$ cat src/rtl/exmem_pkg.sv
// Shared definitions for the EX/MEM pipeline register: control-vector bit
// positions, the default packed payload width and the skid-buffer state type.
package exmem_pkg;

   // Control vector layout (bit positions inside in_ctrl / out_ctrl).
   localparam int CTRL_W        = 8;
   localparam int CTRL_DMEM_WEN = 0;
   localparam int CTRL_RF_WEN   = 1;
   localparam int CTRL_BRANCH2  = 2;
   localparam int CTRL_MEM2REG  = 3;
   localparam int CTRL_S7       = 4;
   localparam int CTRL_NOP_LW   = 5;
   localparam int CTRL_NOP_SW   = 6;
   localparam int CTRL_JAL      = 7;

   // Default field widths of the EX result bundle.
   localparam int DEF_DATA_W  = 16;
   localparam int DEF_FLAG_W  = 3;
   localparam int DEF_RADDR_W = 4;

   // Packed payload: ctrl, flags, write address and five data-wide fields
   // (alu, ext, rdata2, btgt, pc).
   function automatic int payload_width(input int data_w, input int flag_w,
                                        input int raddr_w, input int ctrl_w);
      return ctrl_w + flag_w + raddr_w + 5 * data_w;
   endfunction

   localparam int PAYLOAD_W = CTRL_W + DEF_FLAG_W + DEF_RADDR_W + 5 * DEF_DATA_W;

   // Skid buffer occupancy, encoded as {skid_v, main_v}.
   typedef enum logic [1:0] {
      SKID_EMPTY = 2'b00,
      SKID_ONE   = 2'b01,
      SKID_FULL  = 2'b11
   } skid_state_e;

endpackage

$ cat src/rtl/exmem_pipe_reg_if.sv
// EX -> MEM bundle interface.
//
// Handshake: a bundle moves across a side on a rising clk edge where both
// valid and ready are 1. The producer holds valid and payload stable until
// that edge; ready is registered on the input side and never depends
// combinationally on in_valid.
interface exmem_pipe_reg_if #(
   parameter int DATA_W  = 16,
   parameter int FLAG_W  = 3,
   parameter int RADDR_W = 4,
   parameter int CTRL_W  = 8
);

   // EX side
   logic               in_valid;
   logic               in_ready;
   logic [CTRL_W-1:0]  in_ctrl;
   logic [DATA_W-1:0]  in_alu;
   logic [FLAG_W-1:0]  in_flag;
   logic [DATA_W-1:0]  in_ext;
   logic [DATA_W-1:0]  in_rdata2;
   logic [RADDR_W-1:0] in_waddr;
   logic [DATA_W-1:0]  in_btgt;
   logic [DATA_W-1:0]  in_pc;

   // MEM side
   logic               out_valid;
   logic               out_ready;
   logic [CTRL_W-1:0]  out_ctrl;
   logic [DATA_W-1:0]  out_alu;
   logic [FLAG_W-1:0]  out_flag;
   logic [DATA_W-1:0]  out_ext;
   logic [DATA_W-1:0]  out_rdata2;
   logic [RADDR_W-1:0] out_waddr;
   logic [DATA_W-1:0]  out_btgt;
   logic [DATA_W-1:0]  out_pc;

   // Surrounding pipeline: drives EX bundle and MEM ready.
   modport master (
      output in_valid, in_ctrl, in_alu, in_flag, in_ext, in_rdata2,
             in_waddr, in_btgt, in_pc, out_ready,
      input  in_ready, out_valid, out_ctrl, out_alu, out_flag, out_ext,
             out_rdata2, out_waddr, out_btgt, out_pc
   );

   // The pipeline register itself.
   modport slave (
      input  in_valid, in_ctrl, in_alu, in_flag, in_ext, in_rdata2,
             in_waddr, in_btgt, in_pc, out_ready,
      output in_ready, out_valid, out_ctrl, out_alu, out_flag, out_ext,
             out_rdata2, out_waddr, out_btgt, out_pc
   );

endinterface

$ cat src/rtl/pipe_skid_buf.sv
// Generic two-entry valid/ready skid buffer with synchronous flush.
// The main entry drives the output; the skid entry catches one bundle that
// arrives while main is stalled. in_ready is a register so the upstream
// handshake never sees a combinational path from out_ready.
module pipe_skid_buf
   import exmem_pkg::*;
#(
   parameter int W = 8
) (
   input  logic         clk,
   input  logic         rst_n,
   input  logic         flush,
   input  logic         in_valid,
   output logic         in_ready,
   input  logic [W-1:0] in_data,
   input  logic         out_ready,
   output logic [W-1:0] out_data,
   output skid_state_e  state
);

   skid_state_e  state_q;
   skid_state_e  state_d;
   logic         ready_q;
   logic         ready_d;
   logic [W-1:0] main_q;
   logic [W-1:0] skid_q;

   logic accept;
   logic issue;
   logic main_v;
   logic load_main_in;
   logic load_main_skid;
   logic load_skid;

   assign main_v = (state_q != SKID_EMPTY);
   assign accept = in_valid & ready_q;
   assign issue  = main_v & out_ready;

   // Next occupancy and which payload register loads from where.
   always_comb begin
      state_d        = state_q;
      load_main_in   = 1'b0;
      load_main_skid = 1'b0;
      load_skid      = 1'b0;

      unique case (state_q)
         SKID_EMPTY: begin
            if (accept) begin
               state_d      = SKID_ONE;
               load_main_in = 1'b1;
            end
         end
         SKID_ONE: begin
            if (accept && issue) begin
               state_d      = SKID_ONE;
               load_main_in = 1'b1;
            end else if (accept) begin
               state_d   = SKID_FULL;
               load_skid = 1'b1;
            end else if (issue) begin
               state_d = SKID_EMPTY;
            end
         end
         SKID_FULL: begin
            // in_ready is low here, so no accept can coincide.
            if (issue) begin
               state_d        = SKID_ONE;
               load_main_skid = 1'b1;
            end
         end
         default: begin
            state_d = SKID_EMPTY;
         end
      endcase

      // Flush drops everything, including a same-cycle input; payload
      // registers keep their contents so the data outputs stay quiet.
      if (flush) begin
         state_d        = SKID_EMPTY;
         load_main_in   = 1'b0;
         load_main_skid = 1'b0;
         load_skid      = 1'b0;
      end

      ready_d = (state_d != SKID_FULL);
   end

   // Occupancy and registered ready.
   always_ff @(posedge clk) begin
      if (!rst_n) begin
         state_q <= SKID_EMPTY;
         ready_q <= 1'b1;
      end else begin
         state_q <= state_d;
         ready_q <= ready_d;
      end
   end

   // Payload registers load only on accept or on the skid-to-main move.
   always_ff @(posedge clk) begin
      if (!rst_n) begin
         main_q <= '0;
         skid_q <= '0;
      end else begin
         if (load_main_in) begin
            main_q <= in_data;
         end else if (load_main_skid) begin
            main_q <= skid_q;
         end
         if (load_skid) begin
            skid_q <= in_data;
         end
      end
   end

   assign in_ready = ready_q;
   assign out_data = main_q;
   assign state    = state_q;

endmodule

$ cat src/rtl/exmem_pipe_reg.sv
// EX/MEM pipeline register with valid/ready flow control, flush and a
// saturating bubble counter. Packs the EX bundle into one payload for the
// skid buffer, unpacks it for MEM, and zeroes the control vector whenever
// no valid bundle is presented so no write enable or jal can leak.
module exmem_pipe_reg #(
   parameter int DATA_W  = 16,
   parameter int FLAG_W  = 3,
   parameter int RADDR_W = 4,
   parameter int CTRL_W  = 8,
   parameter int CNT_W   = 16
) (
   input  logic             clk,
   input  logic             rst_n,
   input  logic             flush,
   exmem_pipe_reg_if.slave  bus,
   output logic [CNT_W-1:0] bubble_cnt
);

   import exmem_pkg::*;

   localparam int PW = payload_width(DATA_W, FLAG_W, RADDR_W, CTRL_W);
   localparam logic [CNT_W-1:0] CNT_MAX = '1;

   logic [PW-1:0]      in_payload;
   logic [PW-1:0]      out_payload;
   skid_state_e        buf_state;
   logic               out_valid;
   logic [CNT_W-1:0]   cnt_q;

   logic [CTRL_W-1:0]  p_ctrl;
   logic [FLAG_W-1:0]  p_flag;
   logic [RADDR_W-1:0] p_waddr;
   logic [DATA_W-1:0]  p_alu;
   logic [DATA_W-1:0]  p_ext;
   logic [DATA_W-1:0]  p_rdata2;
   logic [DATA_W-1:0]  p_btgt;
   logic [DATA_W-1:0]  p_pc;

   assign in_payload = {bus.in_ctrl, bus.in_flag, bus.in_waddr, bus.in_alu,
                        bus.in_ext, bus.in_rdata2, bus.in_btgt, bus.in_pc};

   pipe_skid_buf #(
      .W (PW)
   ) u_skid (
      .clk       (clk),
      .rst_n     (rst_n),
      .flush     (flush),
      .in_valid  (bus.in_valid),
      .in_ready  (bus.in_ready),
      .in_data   (in_payload),
      .out_ready (bus.out_ready),
      .out_data  (out_payload),
      .state     (buf_state)
   );

   // The main entry is occupied in every state except EMPTY.
   assign out_valid = (buf_state != SKID_EMPTY);

   assign {p_ctrl, p_flag, p_waddr, p_alu,
           p_ext, p_rdata2, p_btgt, p_pc} = out_payload;

   assign bus.out_valid  = out_valid;
   assign bus.out_ctrl   = out_valid ? p_ctrl : '0;
   assign bus.out_flag   = p_flag;
   assign bus.out_waddr  = p_waddr;
   assign bus.out_alu    = p_alu;
   assign bus.out_ext    = p_ext;
   assign bus.out_rdata2 = p_rdata2;
   assign bus.out_btgt   = p_btgt;
   assign bus.out_pc     = p_pc;

   // Count cycles where MEM was ready but had nothing to take; saturate.
   // Flush deliberately leaves the count alone.
   always_ff @(posedge clk) begin
      if (!rst_n) begin
         cnt_q <= '0;
      end else if (bus.out_ready && !out_valid && (cnt_q != CNT_MAX)) begin
         cnt_q <= cnt_q + 1'b1;
      end
   end

   assign bubble_cnt = cnt_q;

endmodule

$ cat src/flat_wrapper.sv
// flat-port wrapper written by rule: the top's interface ports become plain ports
module exmem_pipe_reg_flat import exmem_pkg::*;
#(
   parameter int DATA_W  = 16,
   parameter int FLAG_W  = 3,
   parameter int RADDR_W = 4,
   parameter int CTRL_W  = 8,
   parameter int CNT_W   = 16
)
  (clk, rst_n, flush, bubble_cnt, bus_in_valid, bus_in_ctrl, bus_in_alu, bus_in_flag, bus_in_ext, bus_in_rdata2, bus_in_waddr, bus_in_btgt, bus_in_pc, bus_out_ready, bus_in_ready, bus_out_valid, bus_out_ctrl, bus_out_alu, bus_out_flag, bus_out_ext, bus_out_rdata2, bus_out_waddr, bus_out_btgt, bus_out_pc);
  exmem_pipe_reg_if #(.DATA_W(DATA_W), .FLAG_W(FLAG_W), .RADDR_W(RADDR_W), .CTRL_W(CTRL_W)) bus_i ();
  input  logic clk;
  input  logic rst_n;
  input  logic flush;
  output logic [CNT_W-1:0] bubble_cnt;
  input wire logic [$bits(bus_i.in_valid)-1:0] bus_in_valid;
  input wire logic [$bits(bus_i.in_ctrl)-1:0] bus_in_ctrl;
  input wire logic [$bits(bus_i.in_alu)-1:0] bus_in_alu;
  input wire logic [$bits(bus_i.in_flag)-1:0] bus_in_flag;
  input wire logic [$bits(bus_i.in_ext)-1:0] bus_in_ext;
  input wire logic [$bits(bus_i.in_rdata2)-1:0] bus_in_rdata2;
  input wire logic [$bits(bus_i.in_waddr)-1:0] bus_in_waddr;
  input wire logic [$bits(bus_i.in_btgt)-1:0] bus_in_btgt;
  input wire logic [$bits(bus_i.in_pc)-1:0] bus_in_pc;
  input wire logic [$bits(bus_i.out_ready)-1:0] bus_out_ready;
  output wire logic [$bits(bus_i.in_ready)-1:0] bus_in_ready;
  output wire logic [$bits(bus_i.out_valid)-1:0] bus_out_valid;
  output wire logic [$bits(bus_i.out_ctrl)-1:0] bus_out_ctrl;
  output wire logic [$bits(bus_i.out_alu)-1:0] bus_out_alu;
  output wire logic [$bits(bus_i.out_flag)-1:0] bus_out_flag;
  output wire logic [$bits(bus_i.out_ext)-1:0] bus_out_ext;
  output wire logic [$bits(bus_i.out_rdata2)-1:0] bus_out_rdata2;
  output wire logic [$bits(bus_i.out_waddr)-1:0] bus_out_waddr;
  output wire logic [$bits(bus_i.out_btgt)-1:0] bus_out_btgt;
  output wire logic [$bits(bus_i.out_pc)-1:0] bus_out_pc;
  assign bus_i.in_valid = bus_in_valid;
  assign bus_i.in_ctrl = bus_in_ctrl;
  assign bus_i.in_alu = bus_in_alu;
  assign bus_i.in_flag = bus_in_flag;
  assign bus_i.in_ext = bus_in_ext;
  assign bus_i.in_rdata2 = bus_in_rdata2;
  assign bus_i.in_waddr = bus_in_waddr;
  assign bus_i.in_btgt = bus_in_btgt;
  assign bus_i.in_pc = bus_in_pc;
  assign bus_i.out_ready = bus_out_ready;
  assign bus_in_ready = bus_i.in_ready;
  assign bus_out_valid = bus_i.out_valid;
  assign bus_out_ctrl = bus_i.out_ctrl;
  assign bus_out_alu = bus_i.out_alu;
  assign bus_out_flag = bus_i.out_flag;
  assign bus_out_ext = bus_i.out_ext;
  assign bus_out_rdata2 = bus_i.out_rdata2;
  assign bus_out_waddr = bus_i.out_waddr;
  assign bus_out_btgt = bus_i.out_btgt;
  assign bus_out_pc = bus_i.out_pc;
  exmem_pipe_reg #(.DATA_W(DATA_W), .FLAG_W(FLAG_W), .RADDR_W(RADDR_W), .CTRL_W(CTRL_W), .CNT_W(CNT_W)) u_core (.clk(clk), .rst_n(rst_n), .flush(flush), .bus(bus_i), .bubble_cnt(bubble_cnt));
endmodule
$ cat config.mk
export PLATFORM = sky130hd
export DESIGN_NAME = exmem_pipe_reg_flat
export DESIGN_NICKNAME = d
export VERILOG_FILES = /design/src/rtl/exmem_pkg.sv /design/src/rtl/exmem_pipe_reg_if.sv /design/src/rtl/pipe_skid_buf.sv /design/src/rtl/exmem_pipe_reg.sv /design/src/flat_wrapper.sv
export SDC_FILE = /design/constraint.sdc
export NUM_CORES = 1
export LEC_CHECK = 0
export ABC_CLOCK_PERIOD_IN_PS = 2900
export CORE_AREA = 2 2 171 106
export DETAILED_ROUTE_END_ITERATION = 10
export DIE_AREA = 0 0 173 108
export GPL_ROUTABILITY_DRIVEN = 0
export GPL_TIMING_DRIVEN = 0
export PLACE_DENSITY = 0.89
export SLEW_MARGIN = 30
export SYNTH_ARGS = -nofsm -noshare
export SYNTH_HDL_FRONTEND = slang
export SYNTH_SLANG_ARGS = --single-unit
$ cat constraint.sdc
create_clock -name clk -period 2.9 [get_ports clk]
set_input_delay 0.58 -clock clk [delete_from_list [all_inputs] [get_ports clk]]
set_output_delay 0.58 -clock clk [all_outputs]
set_load 0.05 [all_outputs]
==> summary.md <==
| Metric | Value |
|---|---|
| Status | `finished clean` |
| Initial antenna violation count | `0` |
| Clk network pwr share | `0.376` |
| Post-route setup slack | `roughly 0.23 ns` |
| Distinct cell type count after synthesis | `39` |
| Ys flop type | `dfxtp_1` |
| Row count | `37` |
| Worst min path class | `reg -> reg` |
| Chip height | `108 um` |
| Slew Limit Fails | `0` |
| Initial drt markers | `~730` |
| Total track usage | `0.2710` |
| Antenna Cells | `0` |
| Worst path arrival time | `approximately 2.1 ns` |
| Residual overflow from global routing | `0` |
| Vias in the first global route | `roughly 8300` |
| # resized after CTS | `0` |
| Layout cells sized above 1 | `0.1157` |
| PwrDens | `between 500 and 600 mW/mm2` |
| DR WL/cell | `17.06 um` |
| Core area | `0.01694 mm2` |
| GR Util met3 | `0.04782` |
| CP cell instances | `nor2_2 > nor2b_1 > clkdlybuf4s50_1` |
| RSZ-0062 raised after global routing | `no` |
| Dpl ws | `0.1227 ns` |
| Final Critical Period | `around 2.7 ns` |
| Met1 global-route usage | `0.3725` |
| Flops & latches, synth | `between 200 and 250` |
| DRT Pass-1 Iters | `5` |
| Hold Vio Cnt, Final | `0` |
| Startpoint Class | `register` |
| Delay-heaviest family, CP | `buffers and inverters` |
| Kind of end point of the critical path | `output port` |
| Fmax | `roughly 370 MHz` |
| Syn_nets | `about 1100` |
| Worst EP required | `approximately 2.3 ns` |
| CTS tree | `done` |
| Leading area contributor after synthesis | `dfxtp_1` |
| Post-CTS setup buffer count | `0` |
| DR vias/cell | `approximately 5.5` |
| Clock-pin slew on the worst setup and hold paths | `about 0.070 ns` |
| Sequential share of power | `0.459` |
| CTS Sinks | `roughly 210` |
| Setup_tns | `0 ns` |
| Max-slew headroom | `0.5131` |
| Avg Cell Area, Syn | `approximately 8.6 um2` |
| Internal power | `0.004885 W` |
| Max FO, Critical Path | `9` |
| Gate power share | `0.165` |
| DRT Wirelength | `around 26000 um` |
| FILL cells | `1309` |
| Switching Share | `0.2646` |
| Max IR drop VDD | `roughly 0.00033 V` |
| GR peak layer | `met2` |
| Largest net degree at the start of global routing | `15` |
| Layout overhead on the synthesized area | `33.57%` |
| Die X | `between 150 and 200 um` |
| First-pass GRT wire length | `just over 40000 um` |
| Clk root buf | `clkbuf_16` |
| Post-Synthesis Cells | `around 1000` |
| Max-Cap Viols | `0` |
| EDFF count, synth | `0` |
| Later-pin clock latency in the skew report | `0.48 ns` |
| NumNets Final | `1383` |
| Initial core utilization | `0.5345` |
| Synth warn | `0` |
| Ports | `213` |
| Setup CP Type | `reg -> out` |
| H-tree levels | `1` |
| NetSw | `roughly 0.0018 W` |
| Vias | `approximately 8400` |
| Port Buffers | `between 200 and 250` |
| Worst Path Buf+Inv | `1` |
| DRC | `0` |
| Post-route ant nets | `0` |
| Met2 Usage GRT | `0.4440` |
| Area contributors post-synth | `dfxtp_1 (46%), mux2i_1 (11%), nand2_1 (8.5%)` |
| Worst Clk Skew | `between 0.006 and 0.007 ns` |
| Static Leak | `around 5 nW` |
| Final setup fails | `0` |
| Fin crit share | `0.9212` |
| Seq/Total Area, Yosys | `0.4620` |
| Die area | `between 0.015 and 0.02 mm2` |
| Synth top area share | `0.4620` |
| Crit-path slowest cell | `clkdlybuf4s50_1` |
| Slowest Stage Delay on Critical Path | `0.82 ns` |
| Mapped cell area | `between 0.009 and 0.01 mm2` |
| Async SR Flop Fraction | `0` |
| Worst-margin pin slew | `~0.73 ns` |
| Clock Path Buffers | `3` |
| Sum of net half-perimeters after detailed placement | `~19000 um` |
| Cts bufs inserted | `20` |
| Hold Buf Count CTS | `0` |
## power by group through the flow
stage               Combinational [W]  Sequential [W]  Clock (W)
finish                        0.00110         0.00305    0.00250
global route                  0.00115         0.00306    0.00263
CTS                           0.00109         0.00304    0.00252
detailed placement            0.00109         0.00311          0
global placement              0.00107         0.00310          0
floorplan                    0.000663         0.00309          0
## final cells by class
| class | count | area, um2 | share of cell area |
|---|---|---|---|
| Clock buffer | 35 | 618.1 | 0.05110 |
| Timing Repair Buffer | 212 | 2122 | 0.1754 |
| Sequential cell | 209 | 4184 | 0.3459 |
| Inverter | 4 | 15.01 | 0.001241 |
| Buffer | 163 | 993.5 | 0.08213 |
| Tap cell | 234 | 292.8 | 0.02420 |
| Multi-Input combinational cell | 672 | 3866 | 0.3196 |
| Clock inverter | 1 | 5.005 | 0.0004137 |
## cell usage after synthesis, drive strengths merged (5+ instances only)
cell	instances
mux2i	100
o31ai	5
buf	122
a211oi	95
nand3	6
or4	5
nor2	97
clkbuf	41
nor2b	8
nand2b	6
a21oi	109
dfxtp	209
nand2	204
## worst paths after layout
kind                                                       startpoint                                       to  slack [ns]  depth (start not counted)
worst max register to register      u_core.u_skid.state[1]$_SDFF_PN0_  u_core.u_skid.out_data[40]$_SDFFE_PN0P_        0.72                          5
worst min-delay path            u_core.u_skid.skid_q[62]$_SDFFE_PN0P_    u_core.u_skid.skid_q[62]$_SDFFE_PN0P_        0.45                          2
worst min register to register  u_core.u_skid.skid_q[62]$_SDFFE_PN0P_    u_core.u_skid.skid_q[62]$_SDFFE_PN0P_        0.45                          2
worst max-delay path                u_core.u_skid.state[1]$_SDFF_PN0_                          bus_out_ctrl[6]        0.23                          3
## cells by family (layout without fill, tap and decap cells)
logic type / Yosys count / after routing / synth area share
compound gates: 216 / 216 / 0.1481
xor+xnor: 1 / 1 / 0.0009673
fa+ha+maj: 1 / 1 / 0.001381
buf+inv: 167 / 415 / 0.1114
flops: 209 / 209 / 0.4620
mux: 100 / 100 / 0.1105
simple gates: 354 / 354 / 0.1657
## per-stage QoR
stage          cells    util  hold WS (ns)  power, W  cell area, um2
2_1_floorplan   1048       -        0.4357  0.003755            9056
3_3_place_gp    1494  0.6770        0.4413  0.004169           11470
3_5_place_dp    1494  0.6770        0.4460  0.004192           11470
4_1_cts         1530  0.7138        0.4545  0.006656           12090
5_1_grt         1530  0.7139        0.4689  0.006843           12100
6_report        1530  0.7139        0.4536  0.006642           12100
## registers in the layout (all words and copies together) (netlist names)
| signal | count |
|---|---|
| u_core.u_skid.out_data | 95 |
| u_core.u_skid.skid_q | 95 |
| u_core.bubble_cnt | 16 |
| u_core.u_skid.state | 2 |
| u_core.u_skid.in_ready | 1 |
## worst min-delay path, stage by stage (launching register included)
cell,delay (ns)
dfxtp_1,0.31
nand2_1,0.05
a21oi_1,0.05
## routing by layer
metal	vias to the layer above	part of all wire
met5	-	0
met4	0	0.017
met3	40	0.076
met2	399	0.45
met1	3951	0.45
li1	3981	-
## cell usage in the layout (no fill, tap or decap), types with 2 or more instances in the layout
cell type / instances
nor2b_1: 8
nor2_1: 96
mux2i_1: 100
dfxtp_1: 209
o31ai_1: 5
clkbuf_1: 50
clkdlybuf4s50_1: 212
or3_1: 3
inv_1: 4
and4_1: 4
nand2_1: 204
clkbuf_8: 4
nand3_1: 6
buf_2: 25
a211oi_1: 95
or4_1: 5
clkbuf_16: 21
nand2b_1: 6
a21oi_1: 109
and3_1: 4
nor4_1: 2
o21ai_0: 4
nand4_1: 4
buf_1: 4
buf_4: 93
Note: power is estimated with default switching activity, not from simulation.
